===== config.mk =====
export PLATFORM = sky130hd
export DESIGN_NAME = seq_div_flat
export DESIGN_NICKNAME = d
export VERILOG_FILES = /design/src/rtl/seq_div_pkg.sv /design/src/rtl/seq_div_if.sv /design/src/rtl/seq_div_step.sv /design/src/rtl/seq_div.sv /design/src/flat_wrapper.sv
export SDC_FILE = /design/constraint.sdc
export NUM_CORES = 1
export LEC_CHECK = 0
export ABC_AREA = 1
export BUFFER_PORTS_ARGS = -buffer_cell sky130_fd_sc_hd__buf_2
export CAP_MARGIN = 20
export CORE_MARGIN = 2
export CORE_UTILIZATION = 60
export CTS_CLUSTER_DIAMETER = 30
export DETAILED_ROUTE_END_ITERATION = 7
export PLACE_DENSITY = 0.91
export SYNTH_ARGS = -nofsm -noshare
export SYNTH_HDL_FRONTEND = slang
export SYNTH_HIERARCHICAL = 1
export SYNTH_SLANG_ARGS = --single-unit

===== constraint.sdc =====
create_clock -name clk -period 4.5 [get_ports clk]
set_input_delay 1.125 -clock clk [delete_from_list [all_inputs] [get_ports clk]]
set_output_delay 1.125 -clock clk [all_outputs]
set_load 0.01 [all_outputs]

===== src/rtl/seq_div_pkg.sv =====
// rtl/seq_div_pkg.sv - FSM states, counter sizing and sign helpers for seq_div
package seq_div_pkg;

    typedef enum logic [1:0] {IDLE, CALC, FIX, DONE} state_t;

    // Widest DATAWIDTH the sign helpers below support
    localparam int MAX_W = 64;

    function automatic int cnt_width(input int w);
        return $clog2(w + 1);
    endfunction

    function automatic logic [MAX_W-1:0] cond_neg(input logic [MAX_W-1:0] x, input logic en);
        return en ? (~x + MAX_W'(1)) : x;
    endfunction

    function automatic logic [MAX_W-1:0] abs_val(input logic [MAX_W-1:0] x, input logic sign);
        return cond_neg(x, sign);
    endfunction

endpackage


===== src/rtl/seq_div_if.sv =====
// rtl/seq_div_if.sv - operand/result handshake bundle for seq_div (div_zero with SEQ_DIV_DIVZ_EN)
interface seq_div_if #(parameter int DATAWIDTH = 32);

    logic                 in_valid;
    logic                 in_ready;
    logic [DATAWIDTH-1:0] a;
    logic [DATAWIDTH-1:0] b;
    logic                 out_valid;
    logic                 out_ready;
    logic [DATAWIDTH-1:0] quot;
    logic [DATAWIDTH-1:0] rem;
`ifdef SEQ_DIV_DIVZ_EN
    logic                 div_zero;

    modport master (output in_valid, a, b, out_ready,
                    input  in_ready, out_valid, quot, rem, div_zero);
    modport slave  (input  in_valid, a, b, out_ready,
                    output in_ready, out_valid, quot, rem, div_zero);
`else
    modport master (output in_valid, a, b, out_ready,
                    input  in_ready, out_valid, quot, rem);
    modport slave  (input  in_valid, a, b, out_ready,
                    output in_ready, out_valid, quot, rem);
`endif

endinterface


===== src/rtl/seq_div_step.sv =====
// rtl/seq_div_step.sv - one combinational restoring-division step
module seq_div_step #(
    parameter int W = 32
) (
    input  logic [W:0]   i_prem,
    input  logic         i_bit,
    input  logic [W-1:0] i_dvs,
    output logic [W:0]   o_prem,
    output logic         o_qbit
);

    logic [W+1:0] w_shift;
    logic [W+1:0] w_diff;

    // One extra bit beyond the remainder so the trial subtraction's sign is visible
    assign w_shift = {i_prem, i_bit};
    assign w_diff  = w_shift - {2'b00, i_dvs};
    assign o_qbit  = ~w_diff[W+1];
    assign o_prem  = o_qbit ? w_diff[W:0] : w_shift[W:0];

endmodule


===== src/rtl/seq_div.sv =====
// rtl/seq_div.sv - multi-cycle signed divider, truncating quotient/remainder, one step per cycle
// SEQ_DIV_DIVZ_EN: adds div_zero and a short-circuit path for b==0.
module seq_div
    import seq_div_pkg::*;
#(
    parameter int DATAWIDTH = 32
) (
    input  logic     clk,
    input  logic     rst,
    seq_div_if.slave io
);

    localparam int W  = DATAWIDTH;
    localparam int CW = cnt_width(DATAWIDTH);

    state_t         r_state;
    state_t         w_next;
    logic [W:0]     r_prem;
    logic [W-1:0]   r_dvd;
    logic [W-1:0]   r_dvs;
    logic [W-1:0]   r_quot;
    logic [W-1:0]   r_rem;
    logic           r_neg_q;
    logic           r_neg_r;
    logic [CW-1:0]  r_cnt;
    logic [W:0]     w_step_prem;
    logic           w_qbit;
    logic           w_b_zero;

`ifdef SEQ_DIV_DIVZ_EN
    logic r_div_zero;

    assign w_b_zero    = (io.b == '0);
    assign io.div_zero = r_div_zero;
`else
    assign w_b_zero = 1'b0;
`endif

    // r_dvd shifts dividend bits out of the top and quotient bits in at the bottom
    seq_div_step #(.W(W)) u_step (
        .i_prem (r_prem),
        .i_bit  (r_dvd[W-1]),
        .i_dvs  (r_dvs),
        .o_prem (w_step_prem),
        .o_qbit (w_qbit)
    );

    always_ff @(posedge clk) begin
        if (rst) r_state <= IDLE;
        else     r_state <= w_next;
    end

    always_comb begin
        w_next       = r_state;
        io.in_ready  = 1'b0;
        io.out_valid = 1'b0;
        case (r_state)
            IDLE: begin
                io.in_ready = ~rst;
                if (io.in_valid) w_next = w_b_zero ? DONE : CALC;
            end
            CALC: if (r_cnt == CW'(1)) w_next = FIX;
            FIX:  w_next = DONE;
            DONE: begin
                io.out_valid = 1'b1;
                if (io.out_ready) w_next = IDLE;
            end
            default: w_next = IDLE;
        endcase
    end

    always_ff @(posedge clk) begin
        if (rst) begin
            r_prem  <= '0;
            r_dvd   <= '0;
            r_dvs   <= '0;
            r_neg_q <= 1'b0;
            r_neg_r <= 1'b0;
            r_cnt   <= '0;
            r_quot  <= '0;
            r_rem   <= '0;
        end else begin
            case (r_state)
                IDLE: if (io.in_valid) begin
                    r_prem  <= '0;
                    r_dvd   <= W'(abs_val(MAX_W'(io.a), io.a[W-1]));
                    r_dvs   <= W'(abs_val(MAX_W'(io.b), io.b[W-1]));
                    r_neg_q <= io.a[W-1] ^ io.b[W-1];
                    r_neg_r <= io.a[W-1];
                    r_cnt   <= CW'(W);
                    if (w_b_zero) begin
                        r_quot <= '1;
                        r_rem  <= io.a;
                    end
                end
                CALC: begin
                    r_prem <= w_step_prem;
                    r_dvd  <= {r_dvd[W-2:0], w_qbit};
                    r_cnt  <= r_cnt - CW'(1);
                end
                FIX: begin
                    r_quot <= W'(cond_neg(MAX_W'(r_dvd), r_neg_q));
                    r_rem  <= W'(cond_neg(MAX_W'(r_prem[W-1:0]), r_neg_r));
                end
                default: ;
            endcase
        end
    end

`ifdef SEQ_DIV_DIVZ_EN
    always_ff @(posedge clk) begin
        if (rst)
            r_div_zero <= 1'b0;
        else if (r_state == IDLE && io.in_valid)
            r_div_zero <= w_b_zero;
        else if (r_state == DONE && io.out_ready)
            r_div_zero <= 1'b0;
    end
`endif

    assign io.quot = r_quot;
    assign io.rem  = r_rem;

endmodule


===== src/flat_wrapper.sv =====
// flat-port wrapper written by rule: the top's interface ports become plain ports
module seq_div_flat import seq_div_pkg::*;
#(
    parameter int DATAWIDTH = 32
)
  (clk, rst, io_in_valid, io_a, io_b, io_out_ready, io_in_ready, io_out_valid, io_quot, io_rem);
  seq_div_if #(.DATAWIDTH(DATAWIDTH)) io_i ();
  input  logic clk;
  input  logic rst;
  input wire logic [$bits(io_i.in_valid)-1:0] io_in_valid;
  input wire logic [$bits(io_i.a)-1:0] io_a;
  input wire logic [$bits(io_i.b)-1:0] io_b;
  input wire logic [$bits(io_i.out_ready)-1:0] io_out_ready;
  output wire logic [$bits(io_i.in_ready)-1:0] io_in_ready;
  output wire logic [$bits(io_i.out_valid)-1:0] io_out_valid;
  output wire logic [$bits(io_i.quot)-1:0] io_quot;
  output wire logic [$bits(io_i.rem)-1:0] io_rem;
  assign io_i.in_valid = io_in_valid;
  assign io_i.a = io_a;
  assign io_i.b = io_b;
  assign io_i.out_ready = io_out_ready;
  assign io_in_ready = io_i.in_ready;
  assign io_out_valid = io_i.out_valid;
  assign io_quot = io_i.quot;
  assign io_rem = io_i.rem;
  seq_div #(.DATAWIDTH(DATAWIDTH)) u_core (.clk(clk), .rst(rst), .io(io_i));
endmodule

* Word level (Yosys, flattened, before mapping)
Cells that the tools add are included.
** Word-level totals
- Register bits after elaboration :: 171
- Output and inout port bits :: 66
** Cells by class
- $add $sub $neg :: 6
- Equality and inequality tests :: 7
- Multiplexer cells :: 17
- Bitwise operators :: 7
- Reduce and logical (&&, ||, !) cells :: 5
** Operators with widths (count)
- $mux 32 :: 5
- $add 32x1->32 const B :: 4
- $not 32->32 :: 4
- $mux 33 :: 2
- $pmux 33 s2 :: 1
- $pmux 32 s2 :: 1
- $sub 34x32->34 :: 1
- $pmux 6 s2 :: 1
- $pmux 2 s4 :: 1
- $eq 6x1->1 const B :: 1
- $mux 2 :: 3
- $mux 6 :: 1
- $sub 6x1->6 const B :: 1
- $eq 2x2->1 const B :: 2
- $ne 2x2->1 const B :: 2
- $reduce_and 2->1 :: 2
- $reduce_and 3->1 :: 1
- $eq 2x1->1 const B :: 1
- $logic_not 2->1 :: 1
- $mux 1 :: 2
- $ne 2x1->1 const B :: 1
- $not 1->1 :: 2
- $reduce_bool 2->1 :: 1
- $xor 1x1->1 :: 1

* Depth between registers and ports, before layout
- Depth in word-level cells :: 5
- Mapped depth :: 18

* By module
The synthesis kept the hierarchy.
** Modules (own cells, without submodules)
- seq_div :: times used 1, cells an instance 1643, area an instance 10268.6 um^2, seq. area each 3423.3 um^2
- seq_div_step :: times used 1, cells an instance 721, area an instance 3444.6 um^2, seq. area each 0.0 um^2

* Worst setup path before layout
OpenSTA, ideal clock, no wires.
- Path kind :: input to output
- Start point :: in rst
- End point :: out io_in_ready
- Arrival time :: 1.768 ns
- Setup slack :: 1.607 ns
- Stages on the path :: 3
- Path buffers :: 2
- Cells stage by stage :: clkbuf_1 clkbuf_1 nor2_1
** Between the ends
- Cells in the longest elaborated chain, start to end :: 2
** Ends and longest elaborated chain
- start: declaration :: line flat_wrapper.sv:9 : input logic rst;
- $not 1->1 :: line seq_div.sv:59 : io.in_ready = ~rst;
- $mux 1 :: line seq_div.sv:57 : case (r_state)
- end: declaration :: line flat_wrapper.sv:14 : output wire logic [$bits(io_i.in_ready)-1:0] io_in_ready;
Every way passes these cells.

* Worst setup path in the final report
- Start point :: reg u_core.r_prem[17]
- End point :: reg u_core.r_prem[12]
** Between the ends
- Cells in the longest elaborated chain, start to end :: 3
** Ends and longest elaborated chain
- start: declaration :: line seq_div.sv:18 : logic [W:0] r_prem;
- start signal: assignment :: line seq_div.sv:97 : r_prem <= w_step_prem;
- $sub 34x32->34 :: line seq_div_step.sv:17 : assign w_diff = w_shift - {2'b00, i_dvs};
- $mux 33 :: line seq_div_step.sv:19 : assign o_prem = o_qbit ? w_diff[W:0] : w_shift[W:0];
- named net u_core.w_step_prem[12] :: line seq_div.sv:26 : logic [W:0] w_step_prem;
- $pmux 33 s2 :: line seq_div.sv:83 : case (r_state)
The timed path passes the listed nets, and every way through them passes these cells.
A chain may end at the register's enable or synchronous reset.

==> reports/results.tsv <==
metric	value	unit
maximum number of pins on one net before global-route repair	114	
worst clock skew	17.5	ps
Worst path slowest cell	dfxtp_1	
CTS root buf	clkbuf_16	
yosys synthesis warning count	6	
portion of the post-synthesis area used by sequential elements	25.0	%
Filler Cell Count	2117	
highest net fanout along the worst path	33	
cell types with the highest counts after synthesis	nand2_1 (688), inv_1 (352), nor2_1 (283)	
number of hold violations in the final report	0	
GPL Wtd Cong	0.980	
top_reg_cell synth	dfxtp_1	
insertion delay to the later sink of the worst-skew pair	450	ps
count of H-tree levels built during CTS	4	
Top delay family on crit path	simple AND/OR/NAND/NOR gates	
fraction of the cycle the final worst path needs	68.1	%
cell with the most instances on the worst path	nand2_1	
overflow left after global routing	0	
slew at the pin with the worst max-slew slack	1030	ps
static leakage	0.00792	µW
syn nets	2475	
Syn-to-layout area delta	9.53	%
final critical delay including setup and external delays	3060	ps
total routing resource utilization after global routing	35.4	%
count of state elements after synthesis	171	
Die Wd	155	µm
WP data required	4780	ps
detailed router's first-iteration violation count	1866	
Post-CTS Hold Buffers	0	
overall die height	155	µm
detailed placer's ending HPWL	32300	µm
number of optimization iterations in the first detailed-route pass	6	
ratio of cells with drive above 1 in the final layout	9.98	%
fmax	327	MHz
R2R Path Start	u_core/r_prem[17]	
cell count along the critical path	13	
kind of critical path	flop to flop	
setup repair after global routing missed its margin	no	
power per standard cell area	599	mW/mm²
most instantiated library cell after synthesis	nand2_1	
via count of the first global-routing pass	14400	
clock buffer count from CTS	17	
path depth of the worst reg2reg path	13	
Crit path arrival time	3340	ps
via count normalized by instance count	5.67	
area of the mapped netlist	0.0137	mm²
delay contributed by the slowest stage of the critical path	630	ps
largest area contributor in the synthesized netlist	dfxtp_1	
worst setup path startpoint	u_core/r_prem[17]	
total core area	0.0226	mm²
area share of the largest cell type after synthesis	25.0	%
worst voltage drop across the vdd grid	0.427	mV
DRT antenna net count	0	
number of sinks handled by clock tree synthesis	171	
global-route wire length before repair	69400	µm
accumulated negative setup slack	0	ps
Startpoint Class	flop	
Rel. slew slack	31.1	%
Distinct cells, synth	49	
starting density of the core	60.8	%
clock tree from TritonCTS	built	
critical path cell sequence	ha_1, nand2_1, nand2_1, nand2_1, nand2_1, nand2_1, a21oi_1, nor2_2, nand3_2, nand3_1, nand2_1, nand2_1, a21oi_1	
number of nets in the finished design	2553	
number of max-slew violations in the final report	0	
register-to-register setup slack	1440	ps
Post-Synthesis Mean Instance Area	5.80	µm²
number of antenna violations at the first check in global routing	0	
diode insertion count for antenna repair	0	
final setup fails	0	
Hold Path Class	flop to flop	
proportion of synthesized flip-flops having asynchronous set or reset	0	%
remaining design rule violation count	0	
result of the run	finished, final reports clean	
number of buffer and inverter stages on the critical path	0	
category of the worst setup path capture point	flop	
Site Rows	55	
drt wl/cell	15.7	µm
number of gates resized after CTS	0	
overall routed net length	43100	µm
count of boundary I/O pins	134	
clock slew at the register clock pins of the worst setup and hold paths	70	ps
count of input and output buffers	133	
Synth Instances	2364	
max-cap check violation count	0	
buffer levels on the longest clock path	2	
number of buffers added for setup after CTS	0	
count of flip-flops with a built-in enable after synthesis	0	
vias after detailed routing	15500	
die area	0.0241	mm²
r2r endpoint	u_core/r_prem[12]	
capturing element of the worst setup path	u_core/r_prem[12]	
synth top area cells	dfxtp_1 (25%), nand2_1 (19%), inv_1 (9.6%)	
total power after layout	9000	µW
==> routing by layer <==
| layer | GRT usage (%) | vias up | part of all wire, % |
|---|---|---|---|
| li1 | - | 7598 | - |
| met1 | 45.0 | 7030 | 41 |
| met2 | 58.8 | 755 | 46 |
| met3 | 5.46 | 152 | 8.0 |
| met4 | 17.4 | 0 | 4.7 |
| met5 | 0 | - | 0 |
==> worst reg2reg max path: stages, from the launching register on <==
cell and delay [ps]:
dfxtp_1 630, ha_1 390, nand2_1 100, nand2_1 90, nand2_1 70, nand2_1 80
nand2_1 80, a21oi_1 70, nor2_2 200, nand3_2 600, nand3_1 370, nand2_1 90
nand2_1 80, a21oi_1 80
==> layout make-up <==
cell class	count	area (µm²)	share of cell area, %
Sequential cell	171	3420	22.8
Clock buffer	18	429	2.86
Clock inverter	14	181	1.21
Tap cell	285	357	2.37
Inverter	361	1360	9.02
Multi-Input combinational cell	1747	8500	56.6
Timing Repair Buffer	144	771	5.13
==> worst min-delay path by stage <==
stage                                 from          endpoint  cells past startpoint
final                     u_core/r_dvd[18]  u_core/r_dvd[18]                      2
after global routing      u_core/r_dvd[18]  u_core/r_dvd[18]                      2
after CTS                 u_core/r_dvd[18]  u_core/r_dvd[18]                      2
after detailed placement  u_core/r_dvd[18]  u_core/r_dvd[18]                      2
after global placement    u_core/r_dvd[12]  u_core/r_dvd[12]                      2
after floorplan           u_core/r_dvd[12]  u_core/r_dvd[12]                      2
==> cells in the final DEF, fill, tap and decap left out, types with 4 or more instances in the layout <==
| master | instances |
|---|---|
| nand2_1 | 688 |
| inv_1 | 351 |
| nor2_1 | 283 |
| nand3_1 | 203 |
| a21oi_1 | 182 |
| dfxtp_1 | 171 |
| buf_2 | 132 |
| o21ai_0 | 102 |
| xor2_1 | 51 |
| ha_1 | 41 |
| nand4_1 | 27 |
| nor3_1 | 18 |
| clkbuf_16 | 17 |
| o211ai_1 | 17 |
| nand2_2 | 16 |
| nor2_2 | 13 |
| buf_4 | 11 |
| and2_1 | 11 |
| o221ai_1 | 10 |
| nand3_2 | 9 |
| inv_2 | 9 |
| xnor2_1 | 9 |
| nand3b_1 | 8 |
| o21ai_1 | 7 |
| nor2_4 | 6 |
| o21bai_1 | 6 |
| a31oi_1 | 5 |
| inv_6 | 4 |
| o21ai_2 | 4 |
| or2_2 | 4 |
==> kinds of logic after synthesis <==
| logic type | synth area share [%] |
|---|---|
| AND/OR/NAND/NOR | 40.3 |
| buffers and inverters | 13.1 |
| AO/OA/AOI/OAI | 13.8 |
| flip-flops | 25.0 |
| XOR/XNOR | 3.83 |
| adder cells (fa/ha/maj) | 3.98 |
==> metrics by stage <==
step / std cells / hold WS, ps / setup slack, ps / utilization [%] / area [µm²]
floorplan: 2364 / 444 / 1610 / - / 13700
global placement: 2707 / 453 / 1480 / 63.7 / 14400
detailed placement: 2707 / 465 / 1330 / 63.7 / 14400
CTS: 2739 / 475 / 1560 / 66.4 / 15000
global route: 2740 / 493 / 1280 / 66.5 / 15000
finish: 2740 / 468 / 1440 / 66.5 / 15000
==> state kept, by name (all words and copies together), names as in the netlist <==
register and flops:
u_core/r_dvd 32, u_core/io.rem 32, u_core/r_prem 33, u_core/r_cnt 6, u_core/r_neg_q 1, u_core/r_dvs 32, u_core/r_neg_r 1, u_core/io.quot 32
u_core/r_state 2
==> report_power, final <==
group	leakage, µW	internal [µW]	total, µW	switching (µW)
Clock	0.000296	887	1570	681
Sequential	0.00140	1960	2350	389
Combinational	0.00623	1640	5080	3440
Total	0.00792	4490	9000	4510
(Power assumes the default switching activity.)
